==> config.mk <==
export PLATFORM = sky130hd
export DESIGN_NAME = fetch_queue_flat
export DESIGN_NICKNAME = d
export VERILOG_FILES = /design/src/rtl/fetch_queue_pkg.sv /design/src/rtl/fetch_queue_if.sv /design/src/rtl/fetch_queue_sync_fifo.sv /design/src/rtl/fetch_queue.sv /design/src/flat_wrapper.sv
export SDC_FILE = /design/constraint.sdc
export NUM_CORES = 1
export LEC_CHECK = 0
export CAP_MARGIN = 25
export CORE_UTILIZATION = 55
export DETAILED_ROUTE_END_ITERATION = 6
export GPL_ROUTABILITY_DRIVEN = 0
export PLACE_DENSITY = 0.79
export REMOVE_ABC_BUFFERS = 1
export SLEW_MARGIN = 20
export SYNTH_ARGS = -nofsm -noshare
export SYNTH_HDL_FRONTEND = slang
export SYNTH_SLANG_ARGS = --single-unit
==> constraint.sdc <==
create_clock -name clock -period 4.7 [get_ports clock]
set_clock_uncertainty 0.05 [all_clocks]
set_input_delay 0.705 -clock clock [delete_from_list [all_inputs] [get_ports clock]]
set_output_delay 0.705 -clock clock [all_outputs]
set_load 0.01 [all_outputs]
==> src/rtl/fetch_queue_pkg.sv <==
// Shared definitions for the SIMPLE pipeline fetch stage: instruction width,
// address width, bubble encoding and the queued entry layout.
package fetch_queue_pkg;

  localparam int FQ_INST_W = 16;
  localparam int FQ_AW     = 16;

  localparam logic [FQ_INST_W-1:0] FQ_NOP_INST = 16'h0000;

  // One buffered fetch: the instruction word and the address after it.
  typedef struct packed {
    logic [FQ_INST_W-1:0] inst;
    logic [FQ_AW-1:0]     pc1;
  } fq_entry_t;

  // Width of an occupancy counter able to hold 0..depth inclusive.
  function automatic int fq_level_w(input int depth);
    return $clog2(depth) + 1;
  endfunction

endpackage

==> src/rtl/fetch_queue_if.sv <==
// Fetch stage bus: instruction RAM request/response plus the valid/ready
// delivery towards decode. master = fetch stage, slave = RAM + decode side.
interface fetch_queue_if
  import fetch_queue_pkg::*;
#(
  parameter int AW = FQ_AW
) ();

  logic [AW-1:0]        imem_addr;
  logic                 imem_rd;
  logic [FQ_INST_W-1:0] imem_q;
  logic                 out_valid;
  logic                 out_ready;
  logic [FQ_INST_W-1:0] inst_out;
  logic [AW-1:0]        pc1_out;

  modport master (
    output imem_addr, imem_rd, out_valid, inst_out, pc1_out,
    input  imem_q, out_ready
  );

  modport slave (
    input  imem_addr, imem_rd, out_valid, inst_out, pc1_out,
    output imem_q, out_ready
  );

endinterface

==> src/rtl/fetch_queue_sync_fifo.sv <==
// Small register-based FIFO with synchronous reset and flush. The head word
// is presented combinationally so the consumer sees it in the same cycle
// the occupancy becomes non-zero.
module sync_fifo
  import fetch_queue_pkg::*;
#(
  parameter  int DEPTH = 4,
  parameter  int W     = 32,
  localparam int PW    = $clog2(DEPTH),
  localparam int LW    = fq_level_w(DEPTH)
) (
  input  logic          clk,
  input  logic          srst,
  input  logic          flush,
  input  logic          push,
  input  logic          pop,
  input  logic [W-1:0]  din,
  output logic [W-1:0]  dout,
  output logic [LW-1:0] level
);

  logic [W-1:0]  mem_reg [DEPTH];
  logic [PW-1:0] wr_ptr_reg;
  logic [PW-1:0] rd_ptr_reg;
  logic [LW-1:0] level_reg;
  logic          do_push;
  logic          do_pop;
  logic          full;

  // Qualify requests: flush wins, pop needs data, push needs room unless
  // a pop frees a slot in the same cycle.
  always_comb begin
    full    = (level_reg == LW'(DEPTH));
    do_pop  = pop & (level_reg != '0) & ~flush;
    do_push = push & (~full | do_pop) & ~flush;
  end

  // Pointers and occupancy; pointers wrap naturally as DEPTH is a power of two.
  always_ff @(posedge clk) begin
    if (srst || flush) begin
      wr_ptr_reg <= '0;
      rd_ptr_reg <= '0;
      level_reg  <= '0;
    end else begin
      if (do_push) wr_ptr_reg <= wr_ptr_reg + PW'(1);
      if (do_pop)  rd_ptr_reg <= rd_ptr_reg + PW'(1);
      case ({do_push, do_pop})
        2'b10:   level_reg <= level_reg + LW'(1);
        2'b01:   level_reg <= level_reg - LW'(1);
        default: level_reg <= level_reg;
      endcase
    end
  end

  // Storage: each slot captures din when it is the write target.
  generate
    for (genvar gi = 0; gi < DEPTH; gi++) begin : g_slot
      always_ff @(posedge clk) begin
        if (do_push && (wr_ptr_reg == PW'(gi))) begin
          mem_reg[gi] <= din;
        end
      end
    end
  endgenerate

  assign dout  = mem_reg[rd_ptr_reg];
  assign level = level_reg;

endmodule

==> src/rtl/fetch_queue.sv <==
// Instruction fetch stage: owns the fetch PC, issues reads to a 1-cycle
// synchronous instruction RAM under a credit that counts the outstanding
// read, buffers responses and hands them to decode with valid/ready.
// The entry layout comes from the package, so AW must match FQ_AW.
module fetch_queue
  import fetch_queue_pkg::*;
#(
  parameter  int                   DEPTH    = 4,
  parameter  int                   AW       = FQ_AW,
  parameter  logic [FQ_INST_W-1:0] NOP_INST = FQ_NOP_INST,
  localparam int                   LW       = fq_level_w(DEPTH)
) (
  input  logic           clock,
  input  logic           reset,
  input  logic           run,
  input  logic           redirect,
  input  logic [AW-1:0]  redirect_pc,
  fetch_queue_if.master  bus,
  output logic [LW-1:0]  level
);

  logic [AW-1:0] fetch_pc_reg;
  logic [AW-1:0] tag_pc1_reg;
  logic          inflight_reg;
  logic          inflight_epoch_reg;
  logic          epoch_reg;

  logic          pop;
  logic          push;
  logic          issue;
  logic [LW:0]   demand;
  logic [LW-1:0] fifo_level;
  logic          has_head;
  fq_entry_t     push_entry;
  fq_entry_t     head_entry;

  // Issue credit: queued + outstanding - leaving must stay below DEPTH.
  // pop implies a non-empty queue, so demand never underflows.
  always_comb begin
    has_head = (fifo_level != '0);
    pop      = has_head & bus.out_ready;
    demand   = {1'b0, fifo_level} + (LW+1)'(inflight_reg) - (LW+1)'(pop);
    issue    = ~reset & run & ~redirect & (demand < (LW+1)'(DEPTH));
    push     = inflight_reg & (inflight_epoch_reg == epoch_reg);
    push_entry.inst = bus.imem_q;
    push_entry.pc1  = tag_pc1_reg;
  end

  // Fetch PC, epoch and the tag of the single read that may be in flight.
  always_ff @(posedge clock) begin
    if (reset) begin
      fetch_pc_reg       <= '0;
      tag_pc1_reg        <= '0;
      inflight_reg       <= 1'b0;
      inflight_epoch_reg <= 1'b0;
      epoch_reg          <= 1'b0;
    end else begin
      inflight_reg <= issue;
      if (redirect) begin
        fetch_pc_reg <= redirect_pc;
        epoch_reg    <= ~epoch_reg;
      end else if (issue) begin
        fetch_pc_reg       <= fetch_pc_reg + AW'(1);
        tag_pc1_reg        <= fetch_pc_reg + AW'(1);
        inflight_epoch_reg <= epoch_reg;
      end
    end
  end

  // Response buffer; a redirect flushes it, dropping any same-cycle
  // response and ignoring any same-cycle pop.
  sync_fifo #(
    .DEPTH (DEPTH),
    .W     ($bits(fq_entry_t))
  ) u_fifo (
    .clk   (clock),
    .srst  (reset),
    .flush (redirect),
    .push  (push),
    .pop   (pop),
    .din   (push_entry),
    .dout  (head_entry),
    .level (fifo_level)
  );

  // Decode-facing outputs; a bubble shows NOP_INST and a zero PC.
  always_comb begin
    bus.imem_addr = fetch_pc_reg;
    bus.imem_rd   = issue;
    bus.out_valid = has_head;
    bus.inst_out  = has_head ? head_entry.inst : NOP_INST;
    bus.pc1_out   = has_head ? head_entry.pc1 : '0;
    level         = fifo_level;
  end

endmodule

==> src/flat_wrapper.sv <==
// flat-port wrapper written by rule: the top's interface ports become plain ports
module fetch_queue_flat import fetch_queue_pkg::*;
#(
  parameter  int                   DEPTH    = 4,
  parameter  int                   AW       = FQ_AW,
  parameter  logic [FQ_INST_W-1:0] NOP_INST = FQ_NOP_INST,
  localparam int                   LW       = fq_level_w(DEPTH)
)
  (clock, reset, run, redirect, redirect_pc, level, bus_imem_addr, bus_imem_rd, bus_out_valid, bus_inst_out, bus_pc1_out, bus_imem_q, bus_out_ready);
  fetch_queue_if #(.AW(AW)) bus_i ();
  input  logic clock;
  input  logic reset;
  input  logic run;
  input  logic redirect;
  input  logic [AW-1:0] redirect_pc;
  output logic [LW-1:0] level;
  output wire logic [$bits(bus_i.imem_addr)-1:0] bus_imem_addr;
  output wire logic [$bits(bus_i.imem_rd)-1:0] bus_imem_rd;
  output wire logic [$bits(bus_i.out_valid)-1:0] bus_out_valid;
  output wire logic [$bits(bus_i.inst_out)-1:0] bus_inst_out;
  output wire logic [$bits(bus_i.pc1_out)-1:0] bus_pc1_out;
  input wire logic [$bits(bus_i.imem_q)-1:0] bus_imem_q;
  input wire logic [$bits(bus_i.out_ready)-1:0] bus_out_ready;
  assign bus_imem_addr = bus_i.imem_addr;
  assign bus_imem_rd = bus_i.imem_rd;
  assign bus_out_valid = bus_i.out_valid;
  assign bus_inst_out = bus_i.inst_out;
  assign bus_pc1_out = bus_i.pc1_out;
  assign bus_i.imem_q = bus_imem_q;
  assign bus_i.out_ready = bus_out_ready;
  fetch_queue #(.DEPTH(DEPTH), .AW(AW), .NOP_INST(NOP_INST)) u_core (.clock(clock), .reset(reset), .run(run), .redirect(redirect), .redirect_pc(redirect_pc), .bus(bus_i), .level(level));
endmodule
==> metrics.md, run 1 <==
| Metric | Value |
|---|---|
| Num CTS Buffers | 17 |
| Setup violations, final | 0 |
| Clock sinks | between 150 and 200 |
| DR vias/cell | between 6 and 7 |
| Netlist Area Pre-Place | ~7700 um2 |
| Setup ws final | 575.9 ps |
| Status | finished clean |
| ANT cells | 0 |
| Reg clk slew, reported paths | approximately 60 ps |
| Final hold viol count | 0 |
| Fin Setup TNS | 0 ps |
| Row Count | 42 |
| Critical Path End | bus_imem_rd |
| Share of the synthesized area in the top cell type | 0.4989 |
| Peak VDD IR | ~0.00027 V |
| Post-Syn Area per Cell | around 15 um2 |
| Drt total wl | roughly 16000 um |
| Worst flop-to-flop path endpoint | u_core.bus.imem_addr[8]$_SDFFE_PP0P_ |
| PostCTS Resize Cnt | 0 |
| Final period util | 0.8775 |
| Leakage | roughly 3.1 nW |
| DRT Pass-1 Iters | 4 |
| F_max | about 240 MHz |
| Power per standard cell area | between 300 and 400 nW/um2 |
| Gr usage total | 0.2341 |
| CP Class | in2out |
| Final HPWL DP | 9376 um |
| Slew Viols, Final | 0 |
| Final min period | just over 4000 ps |
| Crit. Startpoint | bus_out_ready |
| PortBufs | around 90 |
| DRT iter0 DRCs | 353 |
| NumNets Final | between 600 and 700 |
| Max transition margin | 0.4684 |
| R2R cell count | 8 |
| Post-CTS setup buffer count | 0 |
| Register area share after synthesis | 0.6132 |
| IO Pins | 90 |
| Die Y | approximately 120 um |
| Crit Reg-Reg Startpoint | u_core.u_fifo.level[0]$_SDFFE_PP0P_ |
| Grt ovf | 0 |
| Ys flop type | edfxtp_1 |
| Worst setup EP type | output pin |
| RSZ-0062 raised after global routing | no |
| CTS tree | yes |
| Top post-synthesis cells by area | edfxtp_1, dfxtp_1, mux4_2 |
| Post-Synthesis Cells | roughly 530 |
| Clk buf depth | 2 |
| Fraction of layout cells with a size suffix above 1 | 0.1553 |
| Clock latency on the worst-skew pair | between 400 and 500 ps |
| CTS root buf | clkbuf_16 |
| Yosys top cell by area | edfxtp_1 |
| Max reg flops | roughly 130 |
| DR DRC count | 0 |
| Fin util | 0.6910 |
| Worst Hold Class | reg2reg |
| CP Data Required Time | around 4000 ps |
| Final ANT Viol Nets | 0 |
| Largest net degree at the start of global routing | 43 |
| Placeable core area | ~13000 um2 |
| Synth warnings | 0 |
| Post-Place Setup Slack | 578.4 ps |
| Crit Path Max Fanout | 12 |
| Area Growth Syn to Fin | 20.66% |
| Die width | 120.4 um |
| Die area | around 14000 um2 |
| Critical path launch point type | input pin |
| Vias | 4875 |
| Post-synth ARST share | 0 |
| Synth Register Bits | 172 |
| WL/cell | slightly above 20 um |
| H-tree level count | 4 |
| Hold_buf cts | 0 |
| Max-Cap Viols | 0 |
| Slew @ Worst Pin | just under 800 ps |
| First-pass GRT wire length | between 20000 and 30000 um |
| Worst path arrival time | roughly 3400 ps |
| Reg2Reg Setup Slack | 1590 ps |
| Vias in the first global route | a little under 5000 |
| Initial Utilization | 0.5727 |
| Initial antenna violation count | 0 |
| Count of different cell masters after synthesis | between 60 and 70 |
| Number of synthesized flops with an enable pin | 128 |
[power by group]
part	switching, mW	internal (mW)	leakage (nW)
Sequential	0.0353	1.65	1.58
Clock	0.548	0.881	0.289
Combinational	0.0856	0.0924	1.18
Total	0.669	2.63	3.05
[cell type report]
cell class / count / area, um2
flip-flops and latches: 172 / 4726
fillers: 950 / 4156
multi-input cells: 302 / 2726
inverters: 12 / 45.04
clock inverters: 14 / 176.4
repair buffers: 100 / 973.4
well taps: 176 / 220.2
clock buffers: 18 / 429.2
[kinds of logic (layout without fill, tap and decap cells)]
family	Yosys count	after routing	synth area share
AOI/OAI and AO/OA	71	71	0.07909
xor gates and xnor gates	21	21	0.02387
adders and majority gates	10	10	0.01721
buffers and inverters	53	144	0.03296
DFF	172	172	0.6132
muxes	34	34	0.09614
and+or+nand+nor	166	166	0.1375
[placed cells by master, fill, tap and decap left out, types with 3 or more instances in the layout]
master,count
nand4_1,11
a211oi_2,9
o31ai_1,7
and2_1,37
nor3_1,13
nor4_1,20
a211oi_1,7
a32oi_1,3
a21oi_1,3
or3_1,5
nor3b_1,4
edfxtp_1,128
o211ai_1,5
nand2_1,11
o21ai_0,8
xnor2_1,14
o311ai_0,4
and3_1,4
ha_1,9
xor2_1,7
mux4_2,32
clkbuf_16,17
dfxtp_1,43
o311a_1,7
buf_4,11
nor2_1,20
clkinv_4,3
nor2b_1,3
bufinv_16,4
clkdlybuf4s50_1,89
inv_1,11
nand3_1,17
clkinv_1,7
a211o_1,3
[synth_stat cells, drive strengths merged (3+ instances only)]
cell	number
nand2	11
nor4	24
clkbuf	17
and2	37
nor3b	4
buf	24
or4	3
nor3	15
a31oi	3
a21oi	3
inv	11
mux4	32
nand3	19
o311ai	4
edfxtp	128
a211o	3
ha	9
a211oi	16
a32oi	3
o21ai	8
or3	6
xor2	7
nor2b	3
o31ai	7
nand4	12
o211ai	5
dfxtp	44
and3	4
o311a	7
nor2	20
xnor2	14
[how the worst min path moves through the flow]
stage                                                  end  cells after the start                                    from  slack (ps)
floorplan           u_core.inflight_epoch_reg$_SDFFE_PP0P_                      2  u_core.inflight_epoch_reg$_SDFFE_PP0P_         410
global placement    u_core.u_fifo.mem_reg[2][15]$_DFFE_PP_                      0     u_core.tag_pc1_reg[15]$_SDFFE_PP0P_         420
detailed placement  u_core.inflight_epoch_reg$_SDFFE_PP0P_                      2  u_core.inflight_epoch_reg$_SDFFE_PP0P_         440
CTS                 u_core.inflight_epoch_reg$_SDFFE_PP0P_                      2  u_core.inflight_epoch_reg$_SDFFE_PP0P_         460
global route        u_core.u_fifo.mem_reg[0][12]$_DFFE_PP_                      0     u_core.tag_pc1_reg[12]$_SDFFE_PP0P_         470
finish                  u_core.tag_pc1_reg[1]$_SDFFE_PP0P_                      2      u_core.tag_pc1_reg[1]$_SDFFE_PP0P_         460
[stage by stage]
stage | power (mW) | instances | hold slack [ps] | cell area [um2]
6_report | 3.296 | 794 | 459.2 | 9296
4_1_cts | 3.316 | 794 | 457.8 | 9296
5_1_grt | 3.397 | 794 | 470.5 | 9296
3_3_place_gp | 1.889 | 762 | 423.6 | 8691
3_5_place_dp | 1.895 | 762 | 444.0 | 8691
2_1_floorplan | 1.793 | 486 | 406.3 | 7496
[critical path: stages]
cell and delay, ps:
clkdlybuf4s50_1 530, and2_1 190, ha_1 150, inv_1 40
ha_1 260, and3b_4 250, or4_1 590, nand3_2 120
clkdlybuf4s50_1 540
[metal layers]
layer	track usage	vias up	routed length, um	part of all wire
met5	0	-	0	0
met4	0.06327	0	102	0.0064
met3	0.05189	9	1016	0.063
met2	0.3912	221	8206	0.51
met1	0.3104	2405	6692	0.42
li1	-	2240	-	-
Note: power is estimated with default switching activity, not from simulation.
==> inputs of run 2 (changes only) <==
--- a/config.mk
+++ b/config.mk
@@ -8,7 +8,7 @@
 export CAP_MARGIN = 25
-export CORE_UTILIZATION = 55
+export CORE_UTILIZATION = 25
 export DETAILED_ROUTE_END_ITERATION = 6
 export GPL_ROUTABILITY_DRIVEN = 0
-export PLACE_DENSITY = 0.79
 export REMOVE_ABC_BUFFERS = 1
+export SKIP_CTS_REPAIR_TIMING = 1
 export SLEW_MARGIN = 20
==> constraint.sdc (replaced) <==
create_clock -name clock -period 4.7 [get_ports clock]
set_clock_uncertainty 0.05 [all_clocks]
set_input_delay 1.175 -clock clock [delete_from_list [all_inputs] [get_ports clock]]
set_output_delay 1.175 -clock clock [all_outputs]
set_load 0.01 [all_outputs]
==> run 2 against run 1 <==
  * First-iteration DRC count shrank 18%
  * Total power shrank 0.64%
  * Via count shrank 1.0%
  * Sequential power is essentially flat
==> metrics.md, run 2 (synthesis gave the netlist of run 1 again) <==
| Metric | Value |
|---|---|
| Area of the multi-input gates | 2744 um2 |
| Vias | about 4800 |
| Buf/Inv on CP | 3 |
| Die area | between 30000 and 40000 um2 |
| Largest net degree at the start of global routing | 43 |
| Worst Hold Class | reg2reg |
| Commonest non-fill, non-tap cell in the layout | edfxtp_1 |
| Psw | 766.3 uW |
| Setup ws final | between 150 and 200 ps |
| CP Class | in2out |
| Worst path arrival time | ~3300 ps |
| Internal | around 2.5 mW |
| Slew Viols, Final | 0 |
| Post-Place Setup Slack | -281.0 ps |
| F_max | 221.4 MHz |
| Layout Cells excl Fill | approximately 1000 |
| Seq. cell area | 4726 um2 |
| Drt total wl | 17180 um |
| Num CTS Buffers | 17 |
| Clock sinks | between 150 and 200 |
| Max reg flops | between 100 and 150 |
| Clk pwr share | 0.428 |
| Final ANT Viol Nets | 0 |
| Sw Share | 0.2340 |
| Slowest cell on the critical path | or4_4 |
| PortBufs | 89 |
| Vias in the first global route | 4665 |
| Max-Cap Viols | 0 |
| Slew @ Worst Pin | 778.4 ps |
| Reg clk slew, reported paths | 70 ps |
| Area Growth Syn to Fin | 26.14% |
| Status | finished clean |
| CP max stage delay | roughly 540 ps |
| First-pass GRT wire length | about 27000 um |
| Cell mode on critical path | ha_1 |
| Setup violations, final | 0 |
| Final min period | around 4500 ps |
| Final period util | 0.9609 |
| Final hold viol count | 0 |
| Worst setup EP type | output pin |
| Fraction of layout cells with a size suffix above 1 | 0.1893 |
| Grt ovf | 0 |
| Clock latency on the worst-skew pair | 430 ps |
| Overall Power | approximately 3.3 mW |
| Peak VDD IR | ~0.00027 V |
| Cells after DPL | ~990 |
| Initial antenna violation count | 0 |
| CTS tree | yes |
| CTS root buf | clkbuf_16 |
| DRT iter0 DRCs | approximately 290 |
| Clk buf depth | 2 |
| Gr usage total | 0.1122 |
| Final HPWL DP | 10890 um |
| Comb power frac | 0.056 |
| CP Data Required Time | 3470 ps |
| Max transition margin | 0.4772 |
| NumNets Final | roughly 670 |
| H-tree level count | 4 |
| DR vias/cell | 4.713 |
| Die width | around 180 um |
| Initial Utilization | 0.2572 |
| Power per standard cell area | 336.9 nW/um2 |
| Delay-heaviest family, CP | simple AND/OR/NAND/NOR gates |
| Final Cell Area | ~10000 um2 |
| ANT cells | 0 |
| Row Count | between 60 and 70 |
| DRT Pass-1 Iters | 4 |
| Placeable core area | around 30000 um2 |
| Die Y | around 180 um |
| Leakage | 3.163 nW |
| Critical path launch point type | input pin |
| Worst path cell trace | clkdlybuf4s50_1 > and2_1 > ha_1 > inv_1 > ha_1 > and3b_4 > or4_4 > nand3_4 > dlymetal6s2s_1 |
| RSZ-0062 raised after global routing | no |
| Crit Path Max Fanout | 3 |
| DP Area | around 9100 um2 |
| DR DRC count | 0 |
| Seq pwr share | 0.516 |
| Most frequent cells in the layout | edfxtp_1, clkdlybuf4s50_1, dfxtp_1, and2_1, mux4_2 |
| Fill count | roughly 3000 |
| WL/cell | around 17 um |
| IO Pins | 90 |
-- run 2: layout make-up --
class                      instances  share of cell area
multi-input combinational        302              0.2823
clock buffer                      17             0.04377
inverter                          12            0.004634
tap                              390             0.05021
timing repair buffer             116              0.1153
sequential                       172              0.4862
clock inverter                    15             0.01751
-- run 2: worst min-delay path, stage by stage (launching register included) --
cell,delay [ps]
dfxtp_1,320
nand4_1,70
a21oi_1,60
-- run 2: per-layer routing --
| layer | global-route usage | vias to the layer above | share of wire | routed length, um |
|---|---|---|---|---|
| met5 | 0 | - | 0 | 0 |
| met4 | 0.03312 | 0 | 0.011 | 195 |
| met3 | 0.02485 | 16 | 0.055 | 942 |
| met2 | 0.1681 | 143 | 0.45 | 7663 |
| met1 | 0.1606 | 2390 | 0.49 | 8377 |
| li1 | - | 2277 | - | - |
-- run 2: worst paths after layout --
path / slack, ps / cells after the start / start / end
max: 180 / 9 / bus_out_ready / bus_imem_rd
min: 450 / 2 / u_core.inflight_epoch_reg$_SDFFE_PP0P_ / u_core.inflight_epoch_reg$_SDFFE_PP0P_
max reg2reg: 1540 / 10 / u_core.u_fifo.level[0]$_SDFFE_PP0P_ / u_core.bus.imem_addr[9]$_SDFFE_PP0P_
min reg2reg: 450 / 2 / u_core.inflight_epoch_reg$_SDFFE_PP0P_ / u_core.inflight_epoch_reg$_SDFFE_PP0P_
-- run 2: power groups by stage --
stage | Sequential [mW] | Combinational (mW) | Clock [mW]
after floorplan | 1.71 | 0.0780 | 0
after detailed placement | 1.72 | 0.184 | 0
final | 1.69 | 0.184 | 1.40
after CTS | 1.69 | 0.186 | 1.44
after global routing | 1.69 | 0.200 | 1.49
after global placement | 1.72 | 0.184 | 0
-- run 2: metrics by stage --
stage	TNS [ps]	utilization	hold slack, ps
finish	0	0.3245	446.1
global route	0	0.3245	467.5
CTS	-293.9	0.3238	444.8
detailed placement	-281.0	0.3039	434.5
global placement	-281.0	0.3039	438.6
floorplan	0	-	406.3
==> inputs of run 3 (changes only) <==
Settings changed: CELL_PAD_IN_SITES_DETAIL_PLACEMENT set to 1, CELL_PAD_IN_SITES_GLOBAL_PLACEMENT set to 2, GPL_TIMING_DRIVEN set to 0, PLACE_DENSITY_LB_ADDON set to 0.1.
==> run 3 against run 2 <==
  * Critical path depth is the same
  * Worst hold slack gained 6.6 ps
  * Core utilization is essentially flat
  * Cell area grew 0.13%
  * Cell count shrank 0.78%
  * Maximum frequency grew 0.58%
  * Via count grew 0.83%
  * Sequential cell count is the same
  * Total power shrank 1.4%
  * Sequential power is essentially flat
  * Clock-buffer cell count is the same
  * Largest power group unchanged
==> metrics.md, run 3 (synthesis gave the netlist of run 1 again) <==
| Metric | Value |
|---|---|
| Final Hold Slack | between 400 and 500 ps |
| Layout Cells excl Fill | 1016 |
| Final period util | 0.9553 |
| Die area | between 30000 and 40000 um2 |
| Area Growth Syn to Fin | 26.31% |
| Die width | between 150 and 200 um |
| F_max | about 220 MHz |
| Critical path launch point type | register |
| DR vias/cell | about 4.8 |
| Drt total wl | between 15000 and 20000 um |
| Met1 wire length | ~9200 um |
| Worst Hold Class | reg2reg |
| Peak VDD IR | between 0.0002 and 0.00025 V |
| CP Data Required Time | between 3000 and 4000 ps |
| Max-Cap Viols | 0 |
| Fill count | 3142 |
| NumNets Final | 661 |
| Initial Utilization | 0.2572 |
| Reg clk slew, reported paths | 70 ps |
| CTS root buf | clkbuf_16 |
| Setup ws final | 209.9 ps |
| RSZ-0062 raised after global routing | no |
| Worst path arrival time | ~3300 ps |
| Max transition margin | 0.3625 |
| PortBufs | slightly below 90 |
| Fraction of layout cells with a size suffix above 1 | 0.1965 |
| Final Cell Area | 9732 um2 |
| DR DRC count | 0 |
| Most frequent cells in the layout | edfxtp_1, clkdlybuf4s50_1, dfxtp_1, mux4_2, and2_1 |
| Slew @ Worst Pin | approximately 950 ps |
| Overall Power | roughly 3.2 mW |
| Status | finished clean |
| Grt ovf | 0 |
| Power per standard cell area | about 330 nW/um2 |
| Cells after DPL | slightly below 1000 |
| CTS tree | yes |
| Max reg flops | 128 |
| DR WL met2 | around 9700 um |
| Final hold viol count | 0 |
| Final HPWL DP | about 13000 um |
| Die Y | 177.6 um |
| Clock latency on the worst-skew pair | around 430 ps |
| Vias in the first global route | roughly 5200 |
| DR top layer | met4 |
| Crit Path Max Fanout | 36 |
| DP Area | 9051 um2 |
| CP Class | reg2out |
| Commonest non-fill, non-tap cell in the layout | edfxtp_1 |
| Vias | around 5000 |
| Num CTS Buffers | 17 |
| Final ANT Viol Nets | 0 |
| Met3 wire len | 757 um |
| Leakage | around 3.1 nW |
| IO Pins | 90 |
| First-pass GRT wire length | 30660 um |
| Clock sinks | about 170 |
| Post-Place Setup Slack | -742.4 ps |
| WL/cell | slightly below 20 um |
| DRT iter0 DRCs | 189 |
| Row Count | 63 |
| Gr usage total | 0.1314 |
| Largest net degree at the start of global routing | 38 |
| Setup violations, final | 0 |
| Final min period | approximately 4500 ps |
| Slew Viols, Final | 0 |
| Fin Setup TNS | 0 ps |
| Initial antenna violation count | 0 |
| ANT cells | 0 |
| Fin util | 0.3249 |
| Worst setup EP type | output pin |
| DRT Pass-1 Iters | 5 |
| Clk buf depth | 2 |
| H-tree level count | 4 |
| Placeable core area | 29950 um2 |
-- run 3: cell types whose count changed in the layout (fill, tap and decap cells not counted), moves of 2 or more --
cell / delta
buf_4: -14
and2_1: -5
and2_2: +4
buf_12: +4
clkdlybuf4s50_1: -3
buf_16: +2
buf_2: +2
inv_6: +2
-- run 3: power by group --
group / internal, mW / leakage, nW / switching, mW / total, mW
Sequential: 1.65 / 1.58 / 0.0370 / 1.69
Combinational: 0.0985 / 1.29 / 0.0946 / 0.193
Clock: 0.705 / 0.277 / 0.642 / 1.35
-- run 3: routing by layer --
| layer | GRT usage | vias to the layer above |
|---|---|---|
| met1 | 0.1700 | 2465 |
| met2 | 0.2225 | 124 |
| li1 | - | 2265 |
| met5 | 0 | - |
| met4 | 0.03561 | 0 |
| met3 | 0.02614 | 12 |
-- run 3: worst max-delay path, stage by stage, from the launching register on --
cell	delay [ps]
dfxtp_1	370
or3_4	590
and2_4	250
ha_1	170
inv_1	50
ha_1	220
and3b_4	260
or4_4	580
nand3_4	170
clkbuf_2	160
-- run 3: area by class of cell --
cell class | instances | area (um2) | area share
sequential | 172 | 4730 | 0.4860
multi-input combinational | 303 | 2766 | 0.2843
timing repair buffer | 108 | 1136 | 0.1167
tap | 390 | 488.0 | 0.05014
clock buffer | 17 | 425.4 | 0.04371
clock inverter | 14 | 141.4 | 0.01453
inverter | 12 | 45.04 | 0.004628
-- run 3: worst paths after layout --
kind                                        from  slack (ps)                                    end  cells after the start
max          u_core.u_fifo.level[0]$_SDFFE_PP0P_         210                            bus_imem_rd                      9
min reg2reg   u_core.tag_pc1_reg[4]$_SDFFE_PP0P_         450  u_core.u_fifo.mem_reg[1][4]$_DFFE_PP_                      0
min           u_core.tag_pc1_reg[4]$_SDFFE_PP0P_         450  u_core.u_fifo.mem_reg[1][4]$_DFFE_PP_                      0
max reg2reg  u_core.u_fifo.level[0]$_SDFFE_PP0P_        1010   u_core.bus.imem_addr[9]$_SDFFE_PP0P_                      9
